===== src/rtl/alu_arbiter_if.sv =====
// Client request/response handshakes and the ALU operand/result bus of alu_arbiter.
// slave is the arbiter's view; master is the clients-plus-ALU side.
interface alu_arbiter_if #(
  parameter int DATA_W = 4
);
  logic              req0_valid;
  logic              req0_ready;
  logic [DATA_W-1:0] req0_a;
  logic [DATA_W-1:0] req0_b;
  logic [1:0]        req0_op;
  logic              req1_valid;
  logic              req1_ready;
  logic [DATA_W-1:0] req1_a;
  logic [DATA_W-1:0] req1_b;
  logic [1:0]        req1_op;
  logic              rsp0_valid;
  logic              rsp0_ready;
  logic              rsp1_valid;
  logic              rsp1_ready;
  logic [DATA_W-1:0] rsp_result;
  logic              rsp_carry;
  logic [DATA_W-1:0] alu_a;
  logic [DATA_W-1:0] alu_b;
  logic [1:0]        alu_op;
  logic [DATA_W-1:0] alu_result;
  logic              alu_carry;

  modport slave (
    input  req0_valid, req0_a, req0_b, req0_op,
    input  req1_valid, req1_a, req1_b, req1_op,
    output req0_ready, req1_ready,
    output rsp0_valid, rsp1_valid, rsp_result, rsp_carry,
    input  rsp0_ready, rsp1_ready,
    output alu_a, alu_b, alu_op,
    input  alu_result, alu_carry
  );

  modport master (
    output req0_valid, req0_a, req0_b, req0_op,
    output req1_valid, req1_a, req1_b, req1_op,
    input  req0_ready, req1_ready,
    input  rsp0_valid, rsp1_valid, rsp_result, rsp_carry,
    output rsp0_ready, rsp1_ready,
    input  alu_a, alu_b, alu_op,
    output alu_result, alu_carry
  );
endinterface


===== src/rtl/alu_arbiter.sv =====
// Round-robin arbiter/sequencer sharing one external 4-bit ALU between two clients:
// accept -> one EXEC cycle -> hold the captured result until the owner takes it.
module alu_arbiter #(
  parameter int unsigned PRIO_INIT = 0
) (
  input  logic         clk,
  input  logic         rst_n,
  output logic         busy,
  alu_arbiter_if.slave bus
);
  localparam int   DATA_W   = 4;
  localparam logic PRIO_RST = (PRIO_INIT != 0);

  typedef enum logic [1:0] {IDLE, EXEC, RESP} state_t;

  state_t            state, state_nxt;
  logic              prio;
  logic              owner;
  logic              grant0, grant1, accept;
  logic [DATA_W-1:0] a_p0, b_p0;
  logic [1:0]        op_p0;
  logic [DATA_W-1:0] result_p1;
  logic              carry_p1;

  assign grant0 = bus.req0_valid & (~prio | ~bus.req1_valid);
  assign grant1 = bus.req1_valid & ( prio | ~bus.req0_valid);
  assign accept = (state == IDLE) & (grant0 | grant1);

  assign bus.alu_a      = a_p0;
  assign bus.alu_b      = b_p0;
  assign bus.alu_op     = op_p0;
  assign bus.rsp_result = result_p1;
  assign bus.rsp_carry  = carry_p1;
  assign busy           = (state != IDLE);

  always_comb begin
    state_nxt      = state;
    bus.req0_ready = 1'b0;
    bus.req1_ready = 1'b0;
    bus.rsp0_valid = 1'b0;
    bus.rsp1_valid = 1'b0;
    case (state)
      IDLE: begin
        bus.req0_ready = grant0;
        bus.req1_ready = grant1;
        if (grant0 | grant1) state_nxt = EXEC;
      end
      EXEC: state_nxt = RESP;
      RESP: begin
        bus.rsp0_valid = ~owner;
        bus.rsp1_valid = owner;
        // only the owning client's ready can release the result
        if (owner ? bus.rsp1_ready : bus.rsp0_ready) state_nxt = IDLE;
      end
      default: state_nxt = IDLE;
    endcase
  end

  always_ff @(posedge clk or negedge rst_n) begin
    if (!rst_n) begin
      state     <= IDLE;
      prio      <= PRIO_RST;
      owner     <= 1'b0;
      a_p0      <= '0;
      b_p0      <= '0;
      op_p0     <= '0;
      result_p1 <= '0;
      carry_p1  <= 1'b0;
    end else begin
      state <= state_nxt;
      // p0: operands registered onto the ALU inputs at accept
      if (accept) begin
        a_p0  <= grant1 ? bus.req1_a  : bus.req0_a;
        b_p0  <= grant1 ? bus.req1_b  : bus.req0_b;
        op_p0 <= grant1 ? bus.req1_op : bus.req0_op;
        owner <= grant1;
        prio  <= ~grant1;
      end
      // p1: ALU output captured at the end of EXEC
      if (state == EXEC) begin
        result_p1 <= bus.alu_result;
        carry_p1  <= bus.alu_carry;
      end
    end
  end
endmodule


===== src/flat_wrapper.sv =====
// flat-port wrapper written by rule: the top's interface ports become plain ports
module alu_arbiter_flat 
#(
  parameter int unsigned PRIO_INIT = 0
)
  (clk, rst_n, busy, bus_req0_valid, bus_req0_a, bus_req0_b, bus_req0_op, bus_req1_valid, bus_req1_a, bus_req1_b, bus_req1_op, bus_req0_ready, bus_req1_ready, bus_rsp0_valid, bus_rsp1_valid, bus_rsp_result, bus_rsp_carry, bus_rsp0_ready, bus_rsp1_ready, bus_alu_a, bus_alu_b, bus_alu_op, bus_alu_result, bus_alu_carry);
  alu_arbiter_if bus_i ();
  input  logic clk;
  input  logic rst_n;
  output logic busy;
  input wire logic [$bits(bus_i.req0_valid)-1:0] bus_req0_valid;
  input wire logic [$bits(bus_i.req0_a)-1:0] bus_req0_a;
  input wire logic [$bits(bus_i.req0_b)-1:0] bus_req0_b;
  input wire logic [$bits(bus_i.req0_op)-1:0] bus_req0_op;
  input wire logic [$bits(bus_i.req1_valid)-1:0] bus_req1_valid;
  input wire logic [$bits(bus_i.req1_a)-1:0] bus_req1_a;
  input wire logic [$bits(bus_i.req1_b)-1:0] bus_req1_b;
  input wire logic [$bits(bus_i.req1_op)-1:0] bus_req1_op;
  output wire logic [$bits(bus_i.req0_ready)-1:0] bus_req0_ready;
  output wire logic [$bits(bus_i.req1_ready)-1:0] bus_req1_ready;
  output wire logic [$bits(bus_i.rsp0_valid)-1:0] bus_rsp0_valid;
  output wire logic [$bits(bus_i.rsp1_valid)-1:0] bus_rsp1_valid;
  output wire logic [$bits(bus_i.rsp_result)-1:0] bus_rsp_result;
  output wire logic [$bits(bus_i.rsp_carry)-1:0] bus_rsp_carry;
  input wire logic [$bits(bus_i.rsp0_ready)-1:0] bus_rsp0_ready;
  input wire logic [$bits(bus_i.rsp1_ready)-1:0] bus_rsp1_ready;
  output wire logic [$bits(bus_i.alu_a)-1:0] bus_alu_a;
  output wire logic [$bits(bus_i.alu_b)-1:0] bus_alu_b;
  output wire logic [$bits(bus_i.alu_op)-1:0] bus_alu_op;
  input wire logic [$bits(bus_i.alu_result)-1:0] bus_alu_result;
  input wire logic [$bits(bus_i.alu_carry)-1:0] bus_alu_carry;
  assign bus_i.req0_valid = bus_req0_valid;
  assign bus_i.req0_a = bus_req0_a;
  assign bus_i.req0_b = bus_req0_b;
  assign bus_i.req0_op = bus_req0_op;
  assign bus_i.req1_valid = bus_req1_valid;
  assign bus_i.req1_a = bus_req1_a;
  assign bus_i.req1_b = bus_req1_b;
  assign bus_i.req1_op = bus_req1_op;
  assign bus_req0_ready = bus_i.req0_ready;
  assign bus_req1_ready = bus_i.req1_ready;
  assign bus_rsp0_valid = bus_i.rsp0_valid;
  assign bus_rsp1_valid = bus_i.rsp1_valid;
  assign bus_rsp_result = bus_i.rsp_result;
  assign bus_rsp_carry = bus_i.rsp_carry;
  assign bus_i.rsp0_ready = bus_rsp0_ready;
  assign bus_i.rsp1_ready = bus_rsp1_ready;
  assign bus_alu_a = bus_i.alu_a;
  assign bus_alu_b = bus_i.alu_b;
  assign bus_alu_op = bus_i.alu_op;
  assign bus_i.alu_result = bus_alu_result;
  assign bus_i.alu_carry = bus_alu_carry;
  alu_arbiter #(.PRIO_INIT(PRIO_INIT)) u_core (.clk(clk), .rst_n(rst_n), .busy(busy), .bus(bus_i));
endmodule

===== config.mk =====
export PLATFORM = sky130hd
export DESIGN_NAME = alu_arbiter_flat
export DESIGN_NICKNAME = d
export VERILOG_FILES = /design/src/rtl/alu_arbiter_if.sv /design/src/rtl/alu_arbiter.sv /design/src/flat_wrapper.sv
export SDC_FILE = /design/constraint.sdc
export NUM_CORES = 1
export LEC_CHECK = 0
export BUFFER_PORTS_ARGS = -buffer_cell sky130_fd_sc_hd__buf_2
export CORE_MARGIN = 3
export CORE_UTILIZATION = 45
export CTS_BUF_LIST = sky130_fd_sc_hd__clkbuf_8
export CTS_CLUSTER_DIAMETER = 80
export DETAILED_ROUTE_END_ITERATION = 12
export GPL_ROUTABILITY_DRIVEN = 0
export PLACE_DENSITY = 0.92
export SYNTH_ARGS = -nofsm -noshare
export SYNTH_HDL_FRONTEND = slang
export SYNTH_SLANG_ARGS = --single-unit

===== constraint.sdc =====
create_clock -name clk -period 1.2 [get_ports clk]
set_input_delay 0.18 -clock clk [delete_from_list [all_inputs] [get_ports clk]]
set_output_delay 0.18 -clock clk [all_outputs]
set_load 0.02 [all_outputs]

# After elaboration in Yosys (flattened, before gate mapping)
# Cells that the tools add are included.
[classes]
reduce_logical = 3
bitwise = 11
eq_ne = 4
n_mux = 11
[ops]
columns = ["op", "n"]
rows = [
  ["two-way mux 4 bit", 2],
  ["two-way mux 2 bit", 3],
  ["case mux 2 bit (3 select lines)", 1],
  ["two-way mux 1 bit", 5],
  ["inverter 1 bit", 5],
  ["AND 1 bit", 3],
  ["OR 1 bit", 3],
  ["equality test 2 x 1 -> 1 bit (second input constant)", 1],
  ["equality test 2 bit (second input constant)", 1],
  ["logical NOT 2 bit", 1],
  ["!= test 2 x 1 -> 1 bit (second input constant)", 1],
  ["!= test 2 bit (second input constant)", 1],
  ["AND reduction 2 bit", 1],
  ["nonzero test 2 bit", 1],
]
[totals]
out_inout_bits = 20
in_bits = 31
register_bits = 19
elab_cells = 37

# Depth between registers and ports, before layout
[logic_depth]
ltp_word = 6
mapped_depth = 4
mapped_depth_nobuf = 3

# Worst setup path before layout
# OpenSTA, ideal clock, no wires.
[synth_timing]
path_kind = "flip-flop to output port"
from = "register u_core.state[0]"
to = "output port bus_req0_ready"
setup_slack_ns = 0.012
required_time_ns = 1.020
t_arrival_ns = 1.008
n_path_buf = 0
stages_incl_launch_ff = 4
cell_sequence = "dfrtp_1 nor2_2 nand2_1 a21oi_1"
[synth_between]
elab_chain_len = 2
[synth_lines]
columns = ["item", "line", "rtl"]
rows = [
  ["start, declared", "alu_arbiter.sv:16", "state_t state, state_nxt;"],
  ["start signal, assigned", "alu_arbiter.sv:70", "state <= state_nxt;"],
  ["logical NOT 2 bit", "alu_arbiter.sv:42", "case (state)"],
  ["two-way mux 1 bit", "alu_arbiter.sv:42", ""],
  ["end, declared", "flat_wrapper.sv:19", "output wire logic [$bits(bus_i.req0_ready)-1:0] bus_req0_ready;"],
]
# No other way between the ends.

# Worst setup path in the final report
# Ends and elaborated chain as after synthesis.

==> flow_summary_export.csv <==
group,metric,value,unit
outcome,outcome,"complete, but fails checks",
outcome,violations,"setup timing",
cts,clkLatencyLatePin,0.25,ns
placement,pre_cts_slack,0.0790,ns
cells_and_area,area_growth,51.5,%
cts,cts_buffer_depth,2,
critical_path,cp-start-kind,"flip-flop",
route,vias,961,
global_routing,grt_max_degree,20,
critical_path,required,1.02,ns
floorplanning,fp.dieH,50.7,um
run,drv_cap,0,
critical_path,crit_type,"flip-flop to output port",
yosys,syn-num-nets,122,
cells_and_area,finish.net_count,185,
yosys,synth.ff_latch_count,19,
yosys,synthArstFlopShare,100,%
global_routing,grt_pass1_vias,866,
route,detailedRoute.firstIterationViolations,20,
yosys,synth.area.top_cells,"dfrtp_1 53%, a31oi_1 7.6%, mux2_2 7.5%",
timing,slew_viol_final,0,
timing,period_minus_slack,1.35,ns
power,pwr-share-comb,56.8,%
cts,cts_tree,"yes",
route,wire_per_inst,14.6,um
power,p_leak,0.663,nW
floorplanning,num_rows,15,
cts,root_buffer,"clkbuf_8",
timing,rsz0062_at_grt,"true",
global_routing,grt.overflow.total,0,
floorplanning,start_util,49.9,%
timing,max_slew_margin,72.4,%
power,power,3.71,mW
timing,fmax,738,MHz
yosys,synth_area,900,um2
yosys,synth_top_area_share,52.9,%
floorplanning,die_x,50.7,um
floorplanning,core,0.00180,mm2
route,dr.pass1.iters,4,
global_routing,use_met3,2.97,%
global_routing,gr-usage-met2,37.2,%
timing,setup_slack,-0.155,ns
cts,clk_pin_slew_worst_paths,0.07,ns
yosys,yosysSeqAreaShare,52.9,%
timing,setup_tns,-0.942,ns
yosys,yosysMostFrequentCell,"dfrtp_1",
yosys,synth-main-ff-cell,"dfrtp_1",
cts,cts-htree-levels,1,
power,power_frac_clock,11.7,%
cts,numCtsBuffers,3,
placement,place_hpwl,1710,um
power,netSwitchingFraction,41.7,%
power,p_sw,1.55,mW
yosys,avgSynthCellArea,9.89,um2
critical_path,arrival,1.17,ns
timing,skew,0.00132,ns
cts,cts_sinks,19,
floorplanning,die-area,0.00257,mm2
critical_path,critPathMaxFanout,4,
power,p_int,2.16,mW
global_routing,antenna_found_initial,0,
route,drc_errors,0,
yosys,yosys-top-cells-count,"19 x dfrtp_1, 12 x a21oi_1, 11 x a31oi_1",
timing,period_share,113,%
global_routing,grt_pass1_wl,4060,um
power,peakVddDrop,1.60,mV
yosys,synth.distinct_cells,20,
yosys,syn_inst,91,
cells_and_area,diodes,0,
timing,worst_pin_slew,0.414,ns
cells_and_area,drive_above_1_share,53.6,%
timing,setup_viol,20,
route,wirelength,2610,um
critical_path,end_kind,"output port",
timing,finalHoldViolations,0,
power,pwr_density_cell,2720,mW/mm2
global_routing,top_usage_layer,"met2",
global_routing,use_met1,26.5,%
route,drtAntennaViolNets,0,
yosys,synth_largest_area_cell,"dfrtp_1",
route,vias_per_cell,5.40,
hold_path,holdCritPathClass,"input port to flip-flop",
yosys,yosys_warnings,0,
power,p_seq_share,31.4,%
yosys,synth-edff-count,0,
placement,port_buffers,50,
global_routing,groute.usage.overall,21.1,%
floorplanning,io_pins,51,
power groups by stage:
stage / Sequential, mW / Clock [mW] / Combinational (mW)
after floorplan: 1.47 / 0 / 0.842
after global placement: 1.16 / 0 / 1.67
after detailed placement: 1.17 / 0 / 1.71
after CTS: 1.16 / 0.441 / 1.97
after global routing: 1.20 / 0.470 / 2.26
final: 1.17 / 0.434 / 2.11
cells by family after synthesis:
| family | count (synthesis) | share of synthesized area (%) |
|---|---|---|
| simple gates | 21 | 12.7 |
| flops | 19 | 52.9 |
| mux | 6 | 7.51 |
| buf+inv | 10 | 5.70 |
| compound gates | 35 | 21.3 |
per-layer routing:
layer  part of all wire [%]  vias to the layer above
li1                       -                      452
met2                     50                       55
met4                   0.54                        0
met1                     42                      452
met3                    7.4                        2
met5                      0                        -
what timing repair did:
| action | in CTS | in global routing |
|---|---|---|
| gates cloned | 0 | 2 |
| endpoints found under the hold margin | 19 | 0 |
| pin swaps | 3 | 5 |
| setup endpoints to repair | 5 | 21 |
| setup buffers | 4 | 1 |
| hold buffers | 1 | 0 |
| resized for setup | 15 | 7 |
worst paths after layout:
path | startpoint | slack (ns) | depth (start not counted) | end
max | u_core.state[0] | -0.15 | 4 | bus_req0_ready
max reg2reg | u_core.state[1] | -0.05 | 3 | u_core.bus.rsp_result[1]
min | bus_alu_carry | 0.16 | 2 | u_core.bus.rsp_carry
min reg2reg | u_core.bus.rsp_carry | 0.51 | 1 | u_core.bus.rsp_carry
min in group asynchronous | rst_n | 0.39 | 2 | u_core.bus.rsp_result[1]
max in group asynchronous | rst_n | 0.52 | 2 | u_core.prio
final cells by class:
cell class	count	area, um2
inverters	3	11.3
flip-flops and latches	19	475
multi-input cells	63	409
repair buffers	64	389
well taps	25	31.3
fillers	129	439
clock buffers	3	41.3
clock inverters	1	5.00
state kept, by name (all words and copies together) (netlist names):
name	cells
u_core.bus.rsp_carry	1
u_core.state	2
u_core.bus.rsp_result	4
u_core.bus.alu_op	2
u_core.prio	1
u_core.bus.alu_b	4
u_core.owner	1
u_core.bus.alu_a	4
critical path: stages, from the launching register on:
cell	delay [ns]
dfrtp_1	0.41
nor2_4	0.17
nand2_2	0.08
a21oi_2	0.11
buf_4	0.15
cell usage in the layout, fill, tap and decap left out, types with 2 or more instances in the layout:
master / Yosys / routed
nor2_1: 2 / 2
mux2_2: 6 / 6
buf_6: 1 / 5
nand2b_1: 3 / 3
buf_4: 0 / 13
and2_4: 1 / 2
clkbuf_8: 0 / 3
nand3_1: 10 / 10
dfrtp_1: 19 / 19
inv_1: 3 / 2
a31oi_1: 11 / 11
o21ai_0: 10 / 9
a21oi_1: 12 / 11
buf_2: 5 / 45
through the flow:
step,instance area [um2],instances,utilization (%),hold WS [ns]
3_3_place_gp,1190,166,66.3,0.126
5_1_grt,1360,178,75.6,0.152
2_1_floorplan,900,91,-,-0.116
3_5_place_dp,1190,166,66.3,0.136
6_report,1360,178,75.6,0.157
4_1_cts,1320,175,73.5,0.157
(Power assumes the default switching activity.)
